===== src/rtl/bch_dec_24_arb.sv =====
// ---------------------------------------------------------------------------
// bch_dec_24_arb
// Two-channel frame arbiter and sequencer in front of the shared 24-bit BCH
// decoder. Whole frames are granted round-robin to the decoder. A small tag
// FIFO remembers which channel owns each frame in flight, so that the decoded
// stream can be returned with its channel ID. Corrected-error totals are
// accumulated per channel.
//
// Ports
//   clk, reset           : single clock, async active-high reset
//   s0_* / s1_*          : requester frame streams (valid/sop/eop/data/ready)
//   dec_load/sop/eop/data: decoder input handshake, dec_ready back-pressure
//   dec_valid_out/...    : decoder output stream, number_errors on eop
//   dec_sink_ready       : back-pressure towards the decoder output
//   m_*                  : decoded output stream plus owning channel m_chan
//   err_tot0/1           : saturating corrected-error totals per channel
//   drop_cnt             : wrapping count of discarded orphan beats
//   proto_err            : sticky, decoder output seen with no frame in flight
// ---------------------------------------------------------------------------
module bch_dec_24_arb #(
   parameter int TAG_DEPTH = 4,
   parameter int CNT_W     = 16
) (
   input  logic             clk,
   input  logic             reset,
   input  logic             s0_valid,
   input  logic             s0_sop,
   input  logic             s0_eop,
   input  logic [23:0]      s0_data,
   output logic             s0_ready,
   input  logic             s1_valid,
   input  logic             s1_sop,
   input  logic             s1_eop,
   input  logic [23:0]      s1_data,
   output logic             s1_ready,
   output logic             dec_load,
   output logic             dec_sop_in,
   output logic             dec_eop_in,
   output logic [23:0]      dec_data_in,
   input  logic             dec_ready,
   input  logic             dec_valid_out,
   input  logic             dec_sop_out,
   input  logic             dec_eop_out,
   input  logic [23:0]      dec_data_out,
   input  logic [7:0]       dec_number_errors,
   output logic             dec_sink_ready,
   output logic             m_valid,
   output logic             m_sop,
   output logic             m_eop,
   output logic [23:0]      m_data,
   output logic             m_chan,
   input  logic             m_ready,
   output logic [7:0]       m_nerr,
   output logic [CNT_W-1:0] err_tot0,
   output logic [CNT_W-1:0] err_tot1,
   output logic [7:0]       drop_cnt,
   output logic             proto_err
);

   localparam int PTR_W = $clog2(TAG_DEPTH);
   localparam int OCC_W = PTR_W + 1;
   localparam logic [PTR_W-1:0] PTR_ONE  = PTR_W'(1);
   localparam logic [OCC_W-1:0] OCC_ONE  = OCC_W'(1);
   localparam logic [OCC_W-1:0] OCC_ZERO = OCC_W'(0);
   localparam logic [OCC_W-1:0] OCC_FULL = OCC_W'(TAG_DEPTH);

   typedef enum logic [0:0] {
      ST_IDLE   = 1'b0,
      ST_STREAM = 1'b1
   } state_t;

   // Saturating accumulate of an 8-bit error count into a CNT_W total.
   function automatic logic [CNT_W-1:0] sat_add(input logic [CNT_W-1:0] tot,
                                                input logic [7:0]       inc);
      logic [CNT_W:0] sum;
      sum = {1'b0, tot} + {{(CNT_W-7){1'b0}}, inc};
      if (sum[CNT_W]) begin
         return {CNT_W{1'b1}};
      end else begin
         return sum[CNT_W-1:0];
      end
   endfunction

   state_t           r_state;
   logic             r_gnt;
   logic             r_rr;
   logic             r_tag [0:TAG_DEPTH-1];
   logic [PTR_W-1:0] r_wr_ptr;
   logic [PTR_W-1:0] r_rd_ptr;
   logic [OCC_W-1:0] r_occ;
   logic [CNT_W-1:0] r_err_tot0;
   logic [CNT_W-1:0] r_err_tot1;
   logic [7:0]       r_drop_cnt;
   logic             r_proto_err;

   logic        w_idle;
   logic        w_tag_empty;
   logic        w_tag_full;
   logic        w_cand0;
   logic        w_cand1;
   logic        w_orph0;
   logic        w_orph1;
   logic        w_grant;
   logic        w_gnt_ch;
   logic        w_sel_valid;
   logic        w_sel_sop;
   logic        w_sel_eop;
   logic [23:0] w_sel_data;
   logic        w_acc;
   logic        w_push;
   logic        w_pop;

   assign w_idle      = (r_state == ST_IDLE);
   assign w_tag_empty = (r_occ == OCC_ZERO);
   assign w_tag_full  = (r_occ == OCC_FULL);
   assign w_cand0     = s0_valid & s0_sop;
   assign w_cand1     = s1_valid & s1_sop;
   assign w_orph0     = s0_valid & ~s0_sop;
   assign w_orph1     = s1_valid & ~s1_sop;
   assign w_grant     = w_idle & ~w_tag_full & (w_cand0 | w_cand1);
   // With both channels asking, the priority holder wins; otherwise the only asker.
   assign w_gnt_ch    = (w_cand0 & w_cand1) ? r_rr : w_cand1;

   assign w_sel_valid = r_gnt ? s1_valid : s0_valid;
   assign w_sel_sop   = r_gnt ? s1_sop   : s0_sop;
   assign w_sel_eop   = r_gnt ? s1_eop   : s0_eop;
   assign w_sel_data  = r_gnt ? s1_data  : s0_data;

   assign w_acc  = (r_state == ST_STREAM) & w_sel_valid & dec_ready;
   assign w_push = w_acc & w_sel_eop;
   assign w_pop  = m_valid & m_ready & dec_eop_out;

   // Handshake outputs; all readies and load are forced low while in reset.
   always_comb begin
      s0_ready       = 1'b0;
      s1_ready       = 1'b0;
      dec_load       = 1'b0;
      dec_sink_ready = 1'b0;
      if (reset) begin
         s0_ready       = 1'b0;
         s1_ready       = 1'b0;
         dec_load       = 1'b0;
         dec_sink_ready = 1'b0;
      end else begin
         dec_sink_ready = m_ready | w_tag_empty;
         case (r_state)
            ST_IDLE: begin
               // Orphan beats are swallowed; sop beats wait for the grant.
               s0_ready = w_orph0;
               s1_ready = w_orph1;
            end
            ST_STREAM: begin
               if (r_gnt) begin
                  s1_ready = dec_ready;
               end else begin
                  s0_ready = dec_ready;
               end
               dec_load = w_acc;
            end
            default: begin
               s0_ready = 1'b0;
               s1_ready = 1'b0;
            end
         endcase
      end
   end

   // Data paths: zero-latency pass-through in both directions.
   always_comb begin
      dec_sop_in  = w_sel_sop;
      dec_eop_in  = w_sel_eop;
      dec_data_in = w_sel_data;
      m_valid     = dec_valid_out & ~w_tag_empty;
      m_sop       = dec_sop_out;
      m_eop       = dec_eop_out;
      m_data      = dec_data_out;
      m_nerr      = dec_number_errors;
      m_chan      = r_tag[r_rd_ptr];
      err_tot0    = r_err_tot0;
      err_tot1    = r_err_tot1;
      drop_cnt    = r_drop_cnt;
      proto_err   = r_proto_err;
   end

   // Arbiter FSM: grant in IDLE, stream the granted frame until its eop.
   always_ff @(posedge clk or posedge reset) begin
      if (reset) begin
         r_state <= ST_IDLE;
         r_gnt   <= 1'b0;
         r_rr    <= 1'b0;
      end else begin
         case (r_state)
            ST_IDLE: begin
               if (w_grant) begin
                  r_gnt   <= w_gnt_ch;
                  r_state <= ST_STREAM;
                  if (w_cand0 & w_cand1) begin
                     r_rr <= ~r_rr;
                  end
               end
            end
            ST_STREAM: begin
               if (w_push) begin
                  r_state <= ST_IDLE;
               end
            end
            default: begin
               r_state <= ST_IDLE;
            end
         endcase
      end
   end

   // Tag FIFO: owner channel pushed on input eop, popped on output eop.
   always_ff @(posedge clk or posedge reset) begin
      if (reset) begin
         r_wr_ptr <= {PTR_W{1'b0}};
         r_rd_ptr <= {PTR_W{1'b0}};
         r_occ    <= OCC_ZERO;
         for (int i = 0; i < TAG_DEPTH; i++) begin
            r_tag[i] <= 1'b0;
         end
      end else begin
         if (w_push) begin
            r_tag[r_wr_ptr] <= r_gnt;
            r_wr_ptr        <= r_wr_ptr + PTR_ONE;
         end
         if (w_pop) begin
            r_rd_ptr <= r_rd_ptr + PTR_ONE;
         end
         case ({w_push, w_pop})
            2'b10:   r_occ <= r_occ + OCC_ONE;
            2'b01:   r_occ <= r_occ - OCC_ONE;
            default: r_occ <= r_occ;
         endcase
      end
   end

   // Statistics: per-channel error totals, orphan drop count, protocol flag.
   always_ff @(posedge clk or posedge reset) begin
      if (reset) begin
         r_err_tot0  <= {CNT_W{1'b0}};
         r_err_tot1  <= {CNT_W{1'b0}};
         r_drop_cnt  <= 8'd0;
         r_proto_err <= 1'b0;
      end else begin
         if (w_pop) begin
            if (m_chan) begin
               r_err_tot1 <= sat_add(r_err_tot1, dec_number_errors);
            end else begin
               r_err_tot0 <= sat_add(r_err_tot0, dec_number_errors);
            end
         end
         r_drop_cnt <= r_drop_cnt + {7'd0, w_idle & w_orph0}
                                  + {7'd0, w_idle & w_orph1};
         if (dec_valid_out & w_tag_empty) begin
            r_proto_err <= 1'b1;
         end
      end
   end

endmodule


===== config.mk =====
export PLATFORM = sky130hd
export DESIGN_NAME = bch_dec_24_arb
export DESIGN_NICKNAME = d
export VERILOG_FILES = /design/src/rtl/bch_dec_24_arb.sv
export SDC_FILE = /design/constraint.sdc
export NUM_CORES = 1
export LEC_CHECK = 0
export CORE_ASPECT_RATIO = 0.75
export CORE_MARGIN = 2
export CORE_UTILIZATION = 44
export DETAILED_ROUTE_END_ITERATION = 16
export HOLD_SLACK_MARGIN = 0.08
export PLACE_DENSITY_LB_ADDON = 0.15
export SLEW_MARGIN = 40
export SYNTH_ARGS = -nofsm -noshare
export SYNTH_HDL_FRONTEND = slang
export SYNTH_SLANG_ARGS = --single-unit

===== constraint.sdc =====
create_clock -name clk -period 3.7 [get_ports clk]
set_clock_uncertainty 0.1 [all_clocks]
set_input_delay 0.37 -clock clk [delete_from_list [all_inputs] [get_ports clk]]
set_output_delay 0.37 -clock clk [all_outputs]
set_load 0.01 [all_outputs]

==> results.md, run 1 <==
* Die Ht at 84.9 µm
* Library cells used by synthesis at 49
* Core ar. at 8450 µm²
* Leading cell types by total area after synthesis: dfrtp_1 (36%), mux2_2 (11%), ha_1 (7.2%), buf_4 (6.6%), nand2_1 (3.9%)
* Run status: complete, no violations
* Largest net degree at the start of global routing at 23
* Library cell occupying the most area in the post-synthesis netlist: dfrtp_1
* Die X-Extent at 112 µm
* Overall power consumption at 3.34 mW
* Post-synthesis cell count at 401
* Setup TNS after final layout at 0 ps
* Fraction of post-synthesis cell area in the top cell type by area at 35.8%
* Class of the tightest hold or removal check: register to register
* Post-layout nets at 634
* Starting DRT DRC Count at 149
* Post-CTS repair timing setup buffer count at 0
* Slew at the pin closest to its max-slew limit at 657 ps
* Count of flip-flops with a built-in enable after synthesis at 0
* Total global routing overflow at 0
* Latest clock arrival within the worst-skew pair at 290 ps
* Vias/cell at 5.47
* Async SR Flop Fraction at 100%
* Clock edge transition at the registers on the reported setup and hold paths at 70 ps
* CTS tree: built
* Final worst path period share at 74.4%
* Total of max-cap violations at 0
* Internal power at 2.06 mW
* Number of buffers added to fix hold violations after cts at 0
* Post-Synthesis Net Count at 520
* Placed cell count at 616
* Antenna Diode Count at 0
* Top-count cell post-synth: dfrtp_1
* Yosys warnings at 0
* Cts bufs inserted at 5
* Slew Limit Fails at 0
* Area Growth Syn to Fin at 39.0%
* CTS H-tree depth at 2
* Number of global-route vias before repair at 3407
* Crit path kind: input pin to register
* Clock Root Buffer: clkbuf_16
* Predominant post-synthesis flop cell: dfrtp_1
* Worst vdd ir at 0.000415 V
* Sum of routed wire length over all layers at 10100 µm
* Critical path data required time at 3720 ps
* Antenna violations before repair at 0
* Tightest slew margin relative to the limit at 55.8%
* Worst Setup Start Kind: input pin
* Layout Utilization at 63.2%
* Detailed Place HPWL at 8050 µm
* Pwr per Cell Area at 626 nW/µm²
* Final setup violating endpoints at 0
* Clock sink total at 55
* Wire length of the first global-routing pass at 16300 µm
* Switching Share at 38.3%
* Average size of a mapped cell at 9.58 µm²
* Critical Path Fanout Max at 11
* Total of buffers placed on input and output ports at 149
* Die outline area at 9500 µm²
* Buffer depth of the longest clock path at 2
* Min Clock Period, post-route at 2750 ps
* Signal arrival time at the worst endpoint at 2780 ps
* Seq cells post-synth at 55
* Non-filler instance count after layout at 623
* PostCTS Resize Cnt at 0
* Kind of end point of the critical path: register
* Upper clock frequency limit at 363 MHz
* Cell depth of the worst hold path at 1
* Final routed wire length divided by cell count at 16.3 µm
* Min Hold Slack at 370 ps
* Initial cell density of the core at 45.4%
* Fraction of final layout cells sized beyond drive strength 1 at 10.5%
* Leakage power total at 2.27 nW
* FP Rows at 29
* Iteration count of the initial detailed-routing pass at 5
* R2R cell count at 11
* Top post-synthesis cells by count: dfrtp_1 (55), nand2_1 (40), mux2_2 (36), buf_4 (34)
* R2R setup slack at 1030 ps
* Seq/Total Area, Yosys at 35.8%
* Comb pwr share at 55.0%
* Sequential cell fraction of total power at 30.9%
* Total standard cell area after synthesis at 3840 µm²
* Post-route antenna net violation count at 0
* GRT Resource Usage Total at 21.0%
* Number of endpoints with negative hold slack in the final report at 0
* RSZ-0062 raised after global routing: no
* Net switching power figure at 1.28 mW
* Overall via count from detail_route at 3410
* Number of DRC violations after detailed routing at 0
* Global placer's final weighted congestion at 0.841
* Filler cell count at 743
* Top Ports at 200
* Clk pwr share at 14.1%
[kinds of logic after synthesis]
kind of cell,Yosys count,synth area share [%]
mux,37,11.1
buf+inv,59,9.12
simple gates,123,16.1
xor+xnor,22,5.01
compound gates,79,13.6
fa+ha+maj,26,9.25
flops,55,35.8
[worst paths after layout]
kind,start,end
max,dec_number_errors[0],err_tot1[13]
min,proto_err,proto_err
max reg2reg,r_gnt,r_occ[2]
min reg2reg,proto_err,proto_err
max in group asynchronous,reset,err_tot1[4]
min in group asynchronous,reset,r_state
[per-layer routing]
layer  routed length, µm  part of all wire, %  GRT usage [%]
met1                4680                   46           29.0
met2                4670                   46           33.3
met3                 637                  6.3           5.29
met4                 160                  1.6           5.61
met5                   0                    0              0
[layout by cell type (no fill, tap or decap), types with 4 or more instances in the layout]
master and count:
ha_1 22, and3_1 6, nor2_1 20, nand4_1 6, a211oi_1 5, xnor2_1 11
mux2_2 36, nor3_1 7, o21ai_0 12, dfrtp_1 55, and4_1 6, nand3_1 16
clkbuf_16 5, clkdlybuf4s50_1 149, fa_1 4, inv_1 12, a21oi_1 22, o211ai_1 6
a31oi_1 7, a21o_1 5, a41oi_1 4, o21bai_1 4, and2_1 5, xor2_1 11
nand2_1 40, buf_4 4
[worst max-delay path: stages]
cell and delay (ps):
clkdlybuf4s50_1 460, ha_1 260, fa_1 430, a211oi_1 330, nor2_1 120, o22a_1 290
nand2b_1 340, a41oi_1 180
[final cells by class]
class                   instances  area, µm²  share of cell area (%)
well taps                     108        135                    2.53
flip-flops and latches         55       1380                    25.8
clock buffers                   6        139                    2.60
inverters                      13       48.8                   0.914
clock inverters                 1       5.00                  0.0937
repair buffers                153       1520                    28.5
multi-input cells             287       2120                    39.6
[sequential cells by signal, summed over array words and instances, names as in the netlist]
| register | flops |
|---|---|
| err_tot0 | 16 |
| err_tot1 | 16 |
| drop_cnt | 8 |
| r_tag | 4 |
| r_occ | 3 |
| r_rd_ptr | 2 |
| r_wr_ptr | 2 |
| proto_err | 1 |
| r_gnt | 1 |
| r_rr | 1 |
| r_state | 1 |
[power groups by stage]
stage | Clock [mW] | Sequential, mW | Combinational (mW)
detailed placement | 0 | 1.04 | 1.83
CTS | 0.486 | 1.03 | 1.85
finish | 0.471 | 1.03 | 1.84
global route | 0.508 | 1.07 | 2.01
global placement | 0 | 1.03 | 1.79
floorplan | 0 | 1.02 | 1.08
[per-stage QoR]
step | setup slack, ps | instance area (µm²)
finish | 947 | 5340
global route | 752 | 5340
CTS | 963 | 5340
detailed placement | 652 | 5200
global placement | 739 | 5200
floorplan | 1260 | 3840
Power figures use the tool's default switching activity.
==> inputs of run 2 (changes only) <==
--- a/config.mk
+++ b/config.mk
@@ -7,7 +7,7 @@
 export LEC_CHECK = 0
 export CORE_ASPECT_RATIO = 0.75
 export CORE_MARGIN = 2
-export CORE_UTILIZATION = 44
+export CORE_UTILIZATION = 40
 export DETAILED_ROUTE_END_ITERATION = 16
 export HOLD_SLACK_MARGIN = 0.08
 export PLACE_DENSITY_LB_ADDON = 0.15
==> constraint.sdc (replaced) <==
create_clock -name clk -period 2.8 [get_ports clk]
set_clock_uncertainty 0.1 [all_clocks]
set_input_delay 0.28 -clock clk [delete_from_list [all_inputs] [get_ports clk]]
set_output_delay 0.28 -clock clk [all_outputs]
set_load 0.01 [all_outputs]
==> run 2 against run 1 <==
- combinational power increased by 38%
- sequential share of layout area fell by 0.62 points
- critical path depth unchanged
- worst hold slack worse by 21 ps
- cell area grew 2.5%
- register-to-register slack worse by 710 ps
- via count down 0.47%
- die area up 9.6%
- first-iteration DRC count fell by 4.0%
- global-route usage decreased by 1.7 points
==> results.md, run 2 (same netlist as run 1, synthesis figures left out) <==
* Clock Root Buffer: clkbuf_16
* Crit path max-delay family: adder cells
* Net switching power figure at 1.70 mW
* R2R cell count at 5
* Upper clock frequency limit at 394 MHz
* Total global routing overflow at 0
* Slew at the pin closest to its max-slew limit at 629 ps
* Area of combinational cells with multiple inputs at 2120 µm²
* Routed metal-1 wire length at 4800 µm
* Detailed Place HPWL at 8150 µm
* Number of DRC violations after detailed routing at 0
* Total of buffers placed on input and output ports at 149
* Non-filler instance count after layout at 655
* Buffer depth of the longest clock path at 2
* Worst Setup Start Kind: input pin
* PostCTS Resize Cnt at 0
* Post-layout nets at 645
* Sequential cell fraction of total power at 29.7%
* Class of the tightest hold or removal check: input pin to asynchronous set/reset pin
* R2r startpoint: r_rd_ptr[0]
* Leakage power total at 2.33 nW
* Worst stage delay on the critical path at 470 ps
* Final setup violating endpoints at 0
* Slew Limit Fails at 0
* Placed cell count at 647
* Clock edge transition at the registers on the reported setup and hold paths at 70 ps
* Antenna violations before repair at 0
* Largest net degree at the start of global routing at 35
* Number of global-route vias before repair at 3258
* CTS tree: built
* Clock sink total at 55
* Top routing layer in use: met4
* Pwr per Cell Area at 826 nW/µm²
* Kind of end point of the critical path: register
* Clk pwr share at 14.4%
* FP Rows at 30
* Number of endpoints with negative hold slack in the final report at 0
* Area Growth Syn to Fin at 42.5%
* CTS H-tree depth at 2
* Cts bufs inserted at 5
* Internal power at 2.82 mW
* Number of buffers added to fix hold violations after cts at 0
* Initial cell density of the core at 41.8%
* Latest clock arrival within the worst-skew pair at 290 ps
* Post-CTS repair timing setup buffer count at 0
* Vias/cell at 5.18
* Run status: complete, no violations
* Critical path data required time at 2880 ps
* Die X-Extent at 117 µm
* Highest-delay cell along the critical path: clkdlybuf4s50_1
* Top Ports at 200
* GRT Resource Usage Total at 19.3%
* Starting DRT DRC Count at 143
* Iteration count of the initial detailed-routing pass at 4
* Total of max-cap violations at 0
* Min Clock Period, post-route at 2540 ps
* Post-route antenna net violation count at 0
* Signal arrival time at the worst endpoint at 2610 ps
* Switching Share at 37.6%
* Die Ht at 88.9 µm
* Commonest non-fill, non-tap cell in the layout: clkdlybuf4s50_1
* Amount of wire on met2 after detailed routing at 4710 µm
* Overall via count from detail_route at 3394
* Crit path kind: input pin to register
* Tightest slew margin relative to the limit at 57.7%
* CP cell instances: clkdlybuf4s50_1, ha_1, fa_1, a211oi_1, nor2_1, o22a_1, nand4_1, mux2_2
* Routed length on met3 at 502 µm
* RSZ-0062 raised after global routing: no
* Global placer's final weighted congestion at 0.923
* Comb pwr share at 55.8%
* R2R setup slack at 320 ps
* Sum of routed wire length over all layers at 10100 µm
* Fraction of final layout cells sized beyond drive strength 1 at 12.3%
* Wire length of the first global-routing pass at 16000 µm
* Worst vdd ir at 0.000459 V
* Critical Path Fanout Max at 5
* Core ar. at 9200 µm²
* Die outline area at 10400 µm²
* Antenna Diode Count at 0
* Top library cells by usage in the layout, fill and taps aside: clkdlybuf4s50_1 (149), dfrtp_1 (55), nand2_1 (40)
* Filler cell count at 808
* Layout Utilization at 59.5%
* Total area of sequential cells at 1380 µm²
* Final routed wire length divided by cell count at 15.4 µm
* Combined buffer and inverter count along the critical path at 1
* Final worst path period share at 90.6%
* R2r endpoint: err_tot0[13]
[run 2: cell types whose count changed in the layout (fill, tap and decap cells not counted), sizes merged]
cell | before | now
buf | 4 | 15
clkbuf | 6 | 8
clkinv | 1 | 0
[run 2: through the flow]
stage | setup slack [ps] | setup TNS [ps] | hold WS (ps) | total power, mW | cell area (µm²)
finish | 263 | 0 | 349 | 4.52 | 5470
global route | 96.6 | 0 | 395 | 4.88 | 5470
CTS | 300 | 0 | 368 | 4.55 | 5470
detailed placement | -1.10 | -1.10 | 362 | 3.87 | 5320
global placement | 77.9 | 0 | 359 | 3.81 | 5320
floorplan | 358 | 0 | 297 | 2.79 | 3840
[run 2: how the worst max path moves through the flow]
stage                               startpoint            to  slack [ps]  depth (start not counted)
after detailed placement  dec_number_errors[0]  err_tot1[10]          -1                          8
after floorplan                          r_gnt      r_occ[2]         360                         11
after global routing      dec_number_errors[0]  err_tot1[15]         100                          8
after global placement    dec_number_errors[0]  err_tot1[10]          80                          8
final                     dec_number_errors[0]  err_tot1[10]         260                          8
after CTS                 dec_number_errors[0]  err_tot1[10]         300                          8
[run 2: routing by layer]
metal / track usage (%) / vias to the layer above
met1: 28.5 / 1608
met5: 0 / -
met2: 29.1 / 109
met4: 3.32 / 0
met3: 4.45 / 12
li1: - / 1665
[run 2: power groups by stage]
stage / Combinational (mW) / Sequential (mW) / Clock [mW]
floorplan: 1.43 / 1.35 / 0
global placement: 2.46 / 1.35 / 0
detailed placement: 2.52 / 1.36 / 0
CTS: 2.54 / 1.35 / 0.669
global route: 2.78 / 1.40 / 0.703
finish: 2.53 / 1.35 / 0.653
[run 2: layout make-up]
class / count / share of cell area (%)
clock buffer: 8 / 2.86
inverter: 13 / 0.891
multi-input combinational: 287 / 38.7
sequential: 55 / 25.1
tap: 128 / 2.93
timing repair buffer: 164 / 29.5
==> inputs of run 3 (changes only) <==
--- a/config.mk
+++ b/config.mk
@@ -7,7 +7,7 @@
 export LEC_CHECK = 0
 export CORE_ASPECT_RATIO = 0.75
 export CORE_MARGIN = 2
-export CORE_UTILIZATION = 40
+export CORE_UTILIZATION = 30
 export DETAILED_ROUTE_END_ITERATION = 16
 export HOLD_SLACK_MARGIN = 0.08
 export PLACE_DENSITY_LB_ADDON = 0.15
==> run 3 against run 2 <==
- wire length is 4.7% higher
- clock power is 2% higher
- largest cell class unchanged
- critical endpoint unchanged
- count of clock-buffer cells in the layout stayed put
- global-route usage is 4.4 points lower
==> results.md, run 3 (same netlist as run 1, synthesis figures left out) <==
* Slew at the pin closest to its max-slew limit at 670 ps
* Worst stage delay on the critical path at 470 ps
* Die Ht at 102 µm
* Summed area of non-filler cells in the final layout at 5540 µm²
* Crit path max-delay family: adder cells
* Signal arrival time at the worst endpoint at 2600 ps
* Global placer's final weighted congestion at 0.865
* Post-CTS repair timing setup buffer count at 0
* Final routed wire length divided by cell count at 15.2 µm
* Clk pwr share at 14.6%
* PostCTS Resize Cnt at 0
* Net switching power figure at 1.71 mW
* Clock sink total at 55
* CTS tree: built
* Iteration count of the initial detailed-routing pass at 4
* Class of the tightest hold or removal check: input pin to asynchronous set/reset pin
* Fraction of final layout cells sized beyond drive strength 1 at 12.7%
* Buffer depth of the longest clock path at 2
* Cts bufs inserted at 5
* Run status: complete, no violations
* Detailed Place HPWL at 8390 µm
* Critical path data required time at 2880 ps
* Sum of routed wire length over all layers at 10600 µm
* Tightest slew margin relative to the limit at 54.9%
* Core ar. at 12400 µm²
* Kind of end point of the critical path: register
* Worst slack at placement at 1.55 ps
* Number of buffers added to fix hold violations after cts at 0
* Final worst path period share at 90.3%
* Post-Place Cell Area at 5380 µm²
* Setup TNS after final layout at 0 ps
* Total of buffers placed on input and output ports at 149
* Initial cell density of the core at 31.0%
* Highest-delay cell along the critical path: clkdlybuf4s50_1
* Sequential cell fraction of total power at 29.6%
* Top Ports at 200
* Clock edge transition at the registers on the reported setup and hold paths at 70 ps
* FP Rows at 35
* Post-layout nets at 647
* Starting DRT DRC Count at 208
* Slew Limit Fails at 0
* Final setup violating endpoints at 0
* Min Clock Period, post-route at 2530 ps
* Number of global-route vias before repair at 3211
* Crit path kind: input pin to register
* Area Growth Syn to Fin at 44.1%
* Final worst slack at 271 ps
* Total global routing overflow at 0
* Antenna violations before repair at 0
* Total of max-cap violations at 0
* Latest clock arrival within the worst-skew pair at 290 ps
* Die X-Extent at 135 µm
* Upper clock frequency limit at 395 MHz
* Top library cells by usage in the layout, fill and taps aside: clkdlybuf4s50_1 (149), dfrtp_1 (55), nand2_1 (40)
* Comb pwr share at 55.8%
* Internal power at 2.82 mW
* CTS H-tree depth at 2
* Largest net degree at the start of global routing at 38
* Switching Share at 37.7%
* CP cell instances: clkdlybuf4s50_1, ha_1, fa_1, a211oi_1, nor2_1, o22a_1, nand4_1, mux2_2
* Worst Setup Start Kind: input pin
* Post-route antenna net violation count at 0
* Clock Root Buffer: clkbuf_16
* Commonest non-fill, non-tap cell in the layout: clkdlybuf4s50_1
* Die outline area at 13700 µm²
* Vias/cell at 4.89
* RSZ-0062 raised after global routing: no
* Wire length of the first global-routing pass at 16400 µm
* Pwr per Cell Area at 819 nW/µm²
* Combined buffer and inverter count along the critical path at 1
* Number of endpoints with negative hold slack in the final report at 0
* GRT Resource Usage Total at 14.8%
* Number of DRC violations after detailed routing at 0
* Worst vdd ir at 0.000338 V
* Antenna Diode Count at 0
* Overall via count from detail_route at 3397
* Critical Path Fanout Max at 8
* Leakage power total at 2.34 nW
==> run 3: per-layer routing <==
| metal | routed length [µm] | GRT usage [%] |
|---|---|---|
| met3 | 568 | 3.67 |
| met2 | 4770 | 22.1 |
| met5 | 0 | 0 |
| met1 | 5140 | 21.9 |
| met4 | 80 | 2.83 |
==> run 3: worst paths after layout <==
| kind | startpoint | endpoint | slack [ps] | cells past startpoint |
|---|---|---|---|---|
| max | dec_number_errors[0] | err_tot1[10] | 270 | 8 |
| max reg2reg | r_rd_ptr[0] | err_tot0[9] | 300 | 5 |
| max in group asynchronous | reset | err_tot1[11] | 1690 | 3 |
| min reg2reg | r_rd_ptr[1] | r_rd_ptr[1] | 380 | 1 |
| min | reset | r_state | 380 | 2 |
| min in group clk | r_rd_ptr[1] | r_rd_ptr[1] | 380 | 1 |
==> run 3: per-stage QoR <==
| stage | utilization, % | std cells | hold WS (ps) | power [mW] |
|---|---|---|---|---|
| finish | 44.7 | 695 | 380 | 4.54 |
| global route | 44.7 | 695 | 415 | 4.89 |
| CTS | 44.7 | 695 | 383 | 4.58 |
| detailed placement | 43.4 | 687 | 373 | 3.89 |
| global placement | 43.4 | 687 | 363 | 3.85 |
| floorplan | - | 401 | 297 | 2.79 |
==> run 3: cell type report <==
class | instances | area [µm²]
timing repair buffer | 166 | 1630
sequential | 55 | 1380
inverter | 13 | 48.8
fill | 1152 | 6860
clock buffer | 8 | 156
tap | 166 | 208
multi-input combinational | 287 | 2120
==> run 3: power groups by stage <==
| stage | clock network [mW] | registers (mW) | logic (mW) |
|---|---|---|---|
| 3_3_place_gp | 0 | 1.35 | 2.50 |
| 4_1_cts | 0.683 | 1.34 | 2.55 |
| 6_report | 0.663 | 1.34 | 2.53 |
| 2_1_floorplan | 0 | 1.35 | 1.43 |
| 5_1_grt | 0.710 | 1.39 | 2.79 |
| 3_5_place_dp | 0 | 1.35 | 2.54 |
